$ cat src/rtl/rotate_sequencer_pkg.sv
// ---------------------------------------------------------------------------
// rotate_sequencer_pkg : shared constants, state encoding, direction helper
// Revision: 1.0
// ---------------------------------------------------------------------------
`default_nettype none

package rotate_sequencer_pkg;

  localparam int DATA_W = 8;
  localparam int AMT_W  = 3;

  localparam logic [0:0] ST_IDLE = 1'b0;
  localparam logic [0:0] ST_EMIT = 1'b1;

  // A right rotate by n is a left rotate by (DATA_W - n) mod DATA_W.
  function automatic logic [AMT_W-1:0] left_amt(input logic [AMT_W-1:0] amt,
                                                input logic             dir);
    left_amt = dir ? ({AMT_W{1'b0}} - amt) : amt;
  endfunction

endpackage

`default_nettype wire

$ cat src/rtl/rotate_sequencer_left_shifter.sv
// ---------------------------------------------------------------------------
// left_shifter : combinational left rotator
// Revision: 1.0
// ---------------------------------------------------------------------------
`default_nettype none

module left_shifter
  import rotate_sequencer_pkg::*;
(
  input  logic [DATA_W-1:0] a,
  input  logic [AMT_W-1:0]  amt,
  output logic [DATA_W-1:0] y
);

  logic [2*DATA_W-1:0] w_dbl;

  // Bits pushed out of the low copy land in the high copy's LSBs.
  assign w_dbl = {a, a} << amt;
  assign y     = w_dbl[2*DATA_W-1:DATA_W];

endmodule

`default_nettype wire

$ cat src/rtl/rotate_sequencer.sv
// ---------------------------------------------------------------------------
// rotate_sequencer : handshaked burst generator around the left rotator
// Revision: 1.0
// ---------------------------------------------------------------------------
`default_nettype none

module rotate_sequencer
  import rotate_sequencer_pkg::*;
#(
  parameter int REPS_W = 4
) (
  input  logic              clk,
  input  logic              rst_n,
  input  logic              in_valid,
  output logic              in_ready,
  input  logic [DATA_W-1:0] in_data,
  input  logic [AMT_W-1:0]  in_amt,
  input  logic              in_dir,
  input  logic [REPS_W-1:0] in_reps,
  output logic              out_valid,
  input  logic              out_ready,
  output logic [DATA_W-1:0] out_data,
  output logic              out_last,
  output logic              busy
);

  logic [0:0]        state_q,     state_d;
  logic [DATA_W-1:0] out_data_q,  out_data_d;
  logic              out_valid_q, out_valid_d;
  logic [REPS_W-1:0] remaining_q, remaining_d;
  logic [AMT_W-1:0]  amt_q,       amt_d;

  logic              w_accept;
  logic              w_beat;
  logic [AMT_W-1:0]  w_amt_eff;
  logic [DATA_W-1:0] w_rot_a;
  logic [AMT_W-1:0]  w_rot_amt;
  logic [DATA_W-1:0] w_rot_y;

  assign out_last  = out_valid_q & (remaining_q == '0);
  // Combinational through out_ready so a new burst follows the last beat with no bubble.
  assign in_ready  = (state_q == ST_IDLE) | (out_last & out_ready);
  assign w_accept  = in_valid & in_ready;
  assign w_beat    = out_valid_q & out_ready;
  assign w_amt_eff = left_amt(in_amt, in_dir);

  assign w_rot_a   = w_accept ? in_data   : out_data_q;
  assign w_rot_amt = w_accept ? w_amt_eff : amt_q;

  left_shifter u_rot (
    .a   (w_rot_a),
    .amt (w_rot_amt),
    .y   (w_rot_y)
  );

  always_comb begin
    state_d     = state_q;
    out_data_d  = out_data_q;
    out_valid_d = out_valid_q;
    remaining_d = remaining_q;
    amt_d       = amt_q;
    if (w_accept) begin
      out_data_d  = w_rot_y;
      remaining_d = in_reps;
      amt_d       = w_amt_eff;
      out_valid_d = 1'b1;
      state_d     = ST_EMIT;
    end else if (w_beat) begin
      if (remaining_q != '0) begin
        out_data_d  = w_rot_y;
        remaining_d = remaining_q - REPS_W'(1);
      end else begin
        out_valid_d = 1'b0;
        state_d     = ST_IDLE;
      end
    end
  end

  always_ff @(posedge clk or negedge rst_n) begin
    if (!rst_n) begin
      state_q     <= ST_IDLE;
      out_data_q  <= '0;
      out_valid_q <= 1'b0;
      remaining_q <= '0;
      amt_q       <= '0;
    end else begin
      state_q     <= state_d;
      out_data_q  <= out_data_d;
      out_valid_q <= out_valid_d;
      remaining_q <= remaining_d;
      amt_q       <= amt_d;
    end
  end

  assign out_valid = out_valid_q;
  assign out_data  = out_data_q;
  assign busy      = (state_q == ST_EMIT);

endmodule

`default_nettype wire

$ cat config.mk
export PLATFORM = sky130hd
export DESIGN_NAME = rotate_sequencer
export DESIGN_NICKNAME = d
export VERILOG_FILES = /design/src/rtl/rotate_sequencer_pkg.sv /design/src/rtl/rotate_sequencer_left_shifter.sv /design/src/rtl/rotate_sequencer.sv
export SDC_FILE = /design/constraint.sdc
export NUM_CORES = 1
export LEC_CHECK = 0
export BUFFER_PORTS_ARGS = -buffer_cell sky130_fd_sc_hd__buf_4
export CAP_MARGIN = 20
export CORE_UTILIZATION = 53
export DETAILED_ROUTE_END_ITERATION = 6
export PLACE_DENSITY = 0.79
export SLEW_MARGIN = 0
export SYNTH_ARGS = -nofsm -noshare
export SYNTH_HDL_FRONTEND = slang
export SYNTH_SLANG_ARGS = --single-unit
$ cat constraint.sdc
create_clock -name clk -period 2.8 [get_ports clk]
set_input_delay 0.28 -clock clk [delete_from_list [all_inputs] [get_ports clk]]
set_output_delay 0.28 -clock clk [all_outputs]
set_load 0.005 [all_outputs]
Yosys cells after proc, flatten, opt, wreduce, memory -nomap -nowiden:

Index checks and enable logic that the tools add are counted.

* output and inout bits: 12
* word-level logic and storage cells: 32
* register bits after elaboration: 16

* $add $sub $neg: 2
* multiplexer cells: 12
* reductions and logical operators: 6
* shift operators: 1
* eq/ne operators: 1
* bitwise logic cells: 6

Operators by type and width (number)
* 2-to-1 mux 8 bit: 4
* left shift 16 x 3 -> 16 bit: 1
* 2-to-1 mux 4 bit: 3
* 2-to-1 mux 3 bit: 2
* AND 1 bit: 4
* logical NOT 4 bit: 1
* AND reduction 2 bit: 2
* nonzero test 2 bit: 2
* nonzero test 4 bit: 1
* subtractor 4 x 1 -> 4 bit (second input constant): 1
* 2-to-1 mux 1 bit: 3
* subtractor 1 x 3 -> 3 bit (first input constant): 1
* inequality test 2 bit (second input constant): 1
* NOT 1 bit: 1
* OR 1 bit: 1

Logic depth before layout (Yosys ltp):

* word-level depth: 10
* mapped depth: 9
* mapped depth without buffers: 7

Hierarchy:

A second synthesis with hierarchy kept.

* cell total of the unflattened synthesis: 105
* area, all modules: 1258.7 sq um

Modules (own cells, without submodules)
* rotate_sequencer: cells each 86, times used 1, area each 932.1 sq um, sequential area each 400.4 sq um
* left_shifter: cells each 19, times used 1, area each 326.6 sq um, sequential area each 0.0 sq um

Worst setup path after synthesis:

Ideal clock, no wire load.

* path kind: input to register
* start point: input port in_amt[0]
* end point: register out_data_q[2], in the netlist out_data[2]
* required time: 2.675 ns
* arrival time: 1.996 ns
* path slack: 0.679 ns
* library setup time: 0.125 ns
* stages on the path: 8
* path buffers: 1
* cells stage by stage: buf_2 -> inv_1 -> ha_1 -> mux2i_2 -> mux2i_1 -> mux2i_1 -> mux2i_1 -> mux2_2

* cells in the longest elaborated chain, start to end: 7

Ends and longest elaborated chain
* start: declaration: line rotate_sequencer.sv:17 `input logic [AMT_W-1:0] in_amt,`
* subtractor 1 x 3 -> 3 bit: line rotate_sequencer_pkg.sv:18 `left_amt = dir ? ({AMT_W{1'b0}} - amt) : amt;`
* 2-to-1 mux 3 bit *: line rotate_sequencer_pkg.sv:18
* 2-to-1 mux 3 bit *
* left shift 16 x 3 -> 16 bit *: line rotate_sequencer_left_shifter.sv:18 `assign w_dbl = {a, a} << amt;`
* 2-to-1 mux 8 bit: line rotate_sequencer.sv:69 `if (remaining_q != '0) begin`
* 2-to-1 mux 8 bit: line rotate_sequencer.sv:68 `end else if (w_beat) begin`
* 2-to-1 mux 8 bit *: line rotate_sequencer.sv:62 `if (w_accept) begin`
* end signal: assignment: line rotate_sequencer.sv:88 `out_data_q <= out_data_d;`
* end: declaration: line rotate_sequencer.sv:28 `logic [DATA_W-1:0] out_data_q, out_data_d;`

Every way passes the cells marked *; elsewhere a longest branch is shown, timed or not. The select of a mux whose other input is x is not followed.
A chain may end at the register's enable or synchronous reset.

Worst setup path in the final report:

* start point: register remaining_q[0]
* end point: register out_data_q[5], in the netlist out_data[5]

* cells in the longest elaborated chain, start to end: 10
* elaborated cells on any way between the ends: 15
* classes of those cells: 1 x shift; 5 x mux; 4 x bitwise; 5 x reduce/logical

Ends and longest elaborated chain
* start: declaration: line rotate_sequencer.sv:30 `logic [REPS_W-1:0] remaining_q, remaining_d;`
* start signal: assignment: line rotate_sequencer.sv:90 `remaining_q <= remaining_d;`
* logical NOT 4 bit: line rotate_sequencer.sv:40 `assign out_last = out_valid_q & (remaining_q == '0);`
* AND 1 bit: line rotate_sequencer.sv:40
* AND 1 bit: line rotate_sequencer.sv:42 `assign in_ready = (state_q == ST_IDLE) | (out_last & out_ready);`
* OR 1 bit: line rotate_sequencer.sv:42
* AND 1 bit: line rotate_sequencer.sv:43 `assign w_accept = in_valid & in_ready;`
* 2-to-1 mux 8 bit or 2-to-1 mux 3 bit (tied branches)
* left shift 16 x 3 -> 16 bit: line rotate_sequencer_left_shifter.sv:18
* 2-to-1 mux 8 bit: line rotate_sequencer.sv:69
* 2-to-1 mux 8 bit: line rotate_sequencer.sv:68
* 2-to-1 mux 8 bit: line rotate_sequencer.sv:62

Parallel ways exist; a longest one is shown, timed or not. The select of a mux whose other input is x is not followed.

==> flow_metrics.env <==
export IMPL_rr_worst_depth=8
export IMPL_clk_pin_slew_ps=90
export IMPL_fin_nets=171
export IMPL_synth_area_per_cell_um2=11.4
export IMPL_hold_path_startpoint="in_valid"
export IMPL_ys_ff_latch=16
export IMPL_async_reset_ff_share_pct=100
export IMPL_worst_pin_slew_ps=450
export IMPL_tns_ps=0
export IMPL_synth_nets=138
export IMPL_clockBufferDepth=2
export IMPL_die_w_um=51.9
export IMPL_synth_edf_count=0
export IMPL_arrival_ps=2590
export IMPL_netlist_instances=116
export IMPL_grt_pass1_wl_um=4640
export IMPL_maxCapViolCount=0
export IMPL_grtUsageTotal_pct=23.8
export IMPL_syn_cell_area_um2=1320
export IMPL_synth_area_leader_cell="dfrtp_1"
export IMPL_multiInputGateArea_um2=848
export IMPL_drc=0
export IMPL_die_y_um=51.9
export IMPL_syn2layout_area_growth_pct=22.4
export IMPL_wl_um=2960
export IMPL_gp_congestion=0.884
export IMPL_fillers=173
export IMPL_clock_latency_ps=290
export IMPL_yosysSeqAreaShare_pct=30.3
export IMPL_p_per_area_nw_per_um2=933
export IMPL_grt_max_degree=19
export IMPL_worstSetupStartpointType="flop"
export IMPL_grt_antenna_before_repair=0
export IMPL_whs_ps=229
export IMPL_p_clk_share_pct=10.2
export IMPL_start_util_pct=58.0
export IMPL_slew_headroom_pct=69.4
export IMPL_worst_hold_path_type="input pin to flop"
export IMPL_ys_top_cells_by_count="33 x mux2i_1, 16 x dfrtp_1"
export IMPL_max_clock_freq_ghz=0.415
export IMPL_overflow=0
export IMPL_yosysWarnings=0
export IMPL_drive_above_1_share_pct=38.5
export IMPL_holdPathStages=2
export IMPL_switchingPower_uw=592
export IMPL_cts_made_buffers=3
export IMPL_regArea_um2=400
export IMPL_routedLengthMet1_um=1350
export IMPL_hold_violations=0
export IMPL_antenna_cells=0
export IMPL_seqPwrFrac_pct=33.1
export IMPL_rrSetupSlack_ps=390
export IMPL_grt_pass1_vias=1035
export IMPL_rsz0062_at_grt="false"
export IMPL_required_ps=2980
export IMPL_coreArea_um2=2280
export IMPL_dr_pass1_iters=4
export IMPL_clkSinkCount=16
export IMPL_fin_crit_ps=2410
export IMPL_regToRegStartpoint="remaining_q[0]"
export IMPL_ant_nets=0
export IMPL_p_comb_share_pct=56.8
export IMPL_ios=32
export IMPL_ys_flop_type="dfrtp_1"
export IMPL_num_vias=1059
export IMPL_yosysMostFrequentCell="mux2i_1"
export IMPL_finalSetupViolCount=0
export IMPL_slew_viol_final=0
export IMPL_cts_tree="built"
export IMPL_path_class="flop to flop"
export IMPL_crit_start="remaining_q[0]"
export IMPL_top_layer_used="met4"
export IMPL_cts_root_buf="clkbuf_4"
export IMPL_avgViaCountPerCell=6.02
export IMPL_outcome="complete, no violations"
export IMPL_post_cts_repair_setup_buffers=0
export IMPL_dr_wl_met2_um=1440
export IMPL_worstPathMaxFanout=18
export IMPL_synth_top_area_share_pct=30.3
export IMPL_max_vdd_ir_drop_uv=636
export IMPL_p_int_uw=915
export IMPL_rows=17
export IMPL_h_tree_depth=1
export IMPL_routedWlPerCell_um=16.8
export IMPL_port_buffers=31
export IMPL_p_leak_nw=0.862
export IMPL_min_period_over_period_pct=86.0
export IMPL_synth_distinct_cells=28
export IMPL_die_area_um2=2690
export IMPL_drt_iter0_drc=18
export IMPL_routed_wl_met3_um=137
export IMPL_finClkSkew_ps=7.94
export IMPL_endpoint_kind="flop"
export IMPL_dp_hpwl_um=2290
export IMPL_synthTopCellsByArea="dfrtp_1 30%, mux2i_1 25%, mux4_2 14%, mux2_2 6.8%, o21ai_0 3.0%"
export IMPL_switching_share_pct=39.3
==> registers in the layout, summed over array words and instances, names as in the netlist <==
signal / flops
out_data: 8
remaining_q: 4
amt_q: 3
out_valid: 1
==> routing by layer <==
metal | track usage (%) | up-vias
li1 | - | 500
met5 | 0 | -
met1 | 32.8 | 523
met2 | 39.1 | 32
met3 | 3.51 | 4
met4 | 6.31 | 0
==> metrics by stage <==
step	util, %	instance area, um2	power (mW)	cells	worst slack (ps)
2_1_floorplan	-	1320	1.08	116	679
3_3_place_gp	68.6	1560	1.29	170	526
4_1_cts	70.6	1610	1.50	175	344
3_5_place_dp	68.6	1560	1.35	170	365
6_report	71.0	1620	1.51	176	391
5_1_grt	71.0	1620	1.60	176	214
==> what timing repair did <==
action,in CTS,in global routing
endpoints found under the hold margin,16,0
resized for setup,0,0
hold buffers,1,0
==> power groups by stage <==
stage	combinational, mW	clock (mW)	sequential, mW
2_1_floorplan	0.656	0	0.421
3_3_place_gp	0.808	0	0.486
3_5_place_dp	0.852	0	0.497
4_1_cts	0.853	0.157	0.493
5_1_grt	0.921	0.165	0.517
6_report	0.855	0.153	0.498
==> critical path, cell delays in order (launching register included) <==
cell and delay, ps:
dfrtp_1 410, inv_1 60, ha_1 230, and4bb_1 220, o21ai_1 310, buf_4 320
mux2i_1 300, mux2i_1 150, mux2_2 290
==> cell families after synthesis <==
group | Yosys count | share of synthesized area, %
compound gates | 17 | 7.39
buf+inv | 15 | 5.40
simple gates | 14 | 6.07
mux | 51 | 48.2
fa+ha+maj | 2 | 1.90
flops | 16 | 30.3
xor+xnor | 1 | 0.664
==> area by class of cell <==
cell class,instances,area share (%)
Multi-Input combinational cell,85,52.5
Tap cell,28,2.17
Clock buffer,4,2.25
Sequential cell,16,24.8
Timing Repair Buffer,35,16.4
Inverter,8,1.86
==> layout by cell type, fill, tap and decap left out, types with 3 or more instances in the layout <==
cell	instances
nand3_1	3
clkbuf_4	3
buf_4	34
a21oi_1	4
nand2_1	4
inv_1	8
dfrtp_1	16
mux2_2	8
mux4_2	8
o21ai_0	8
mux2i_1	33
==> final timing paths <==
path / endpoint
worst max-delay path: out_data[5]
worst min-delay path: out_valid
worst max register to register: out_data[5]
worst min register to register: remaining_q[1]
max in group asynchronous: remaining_q[3]
min in group asynchronous: remaining_q[1]
Power figures use the tool's default switching activity.
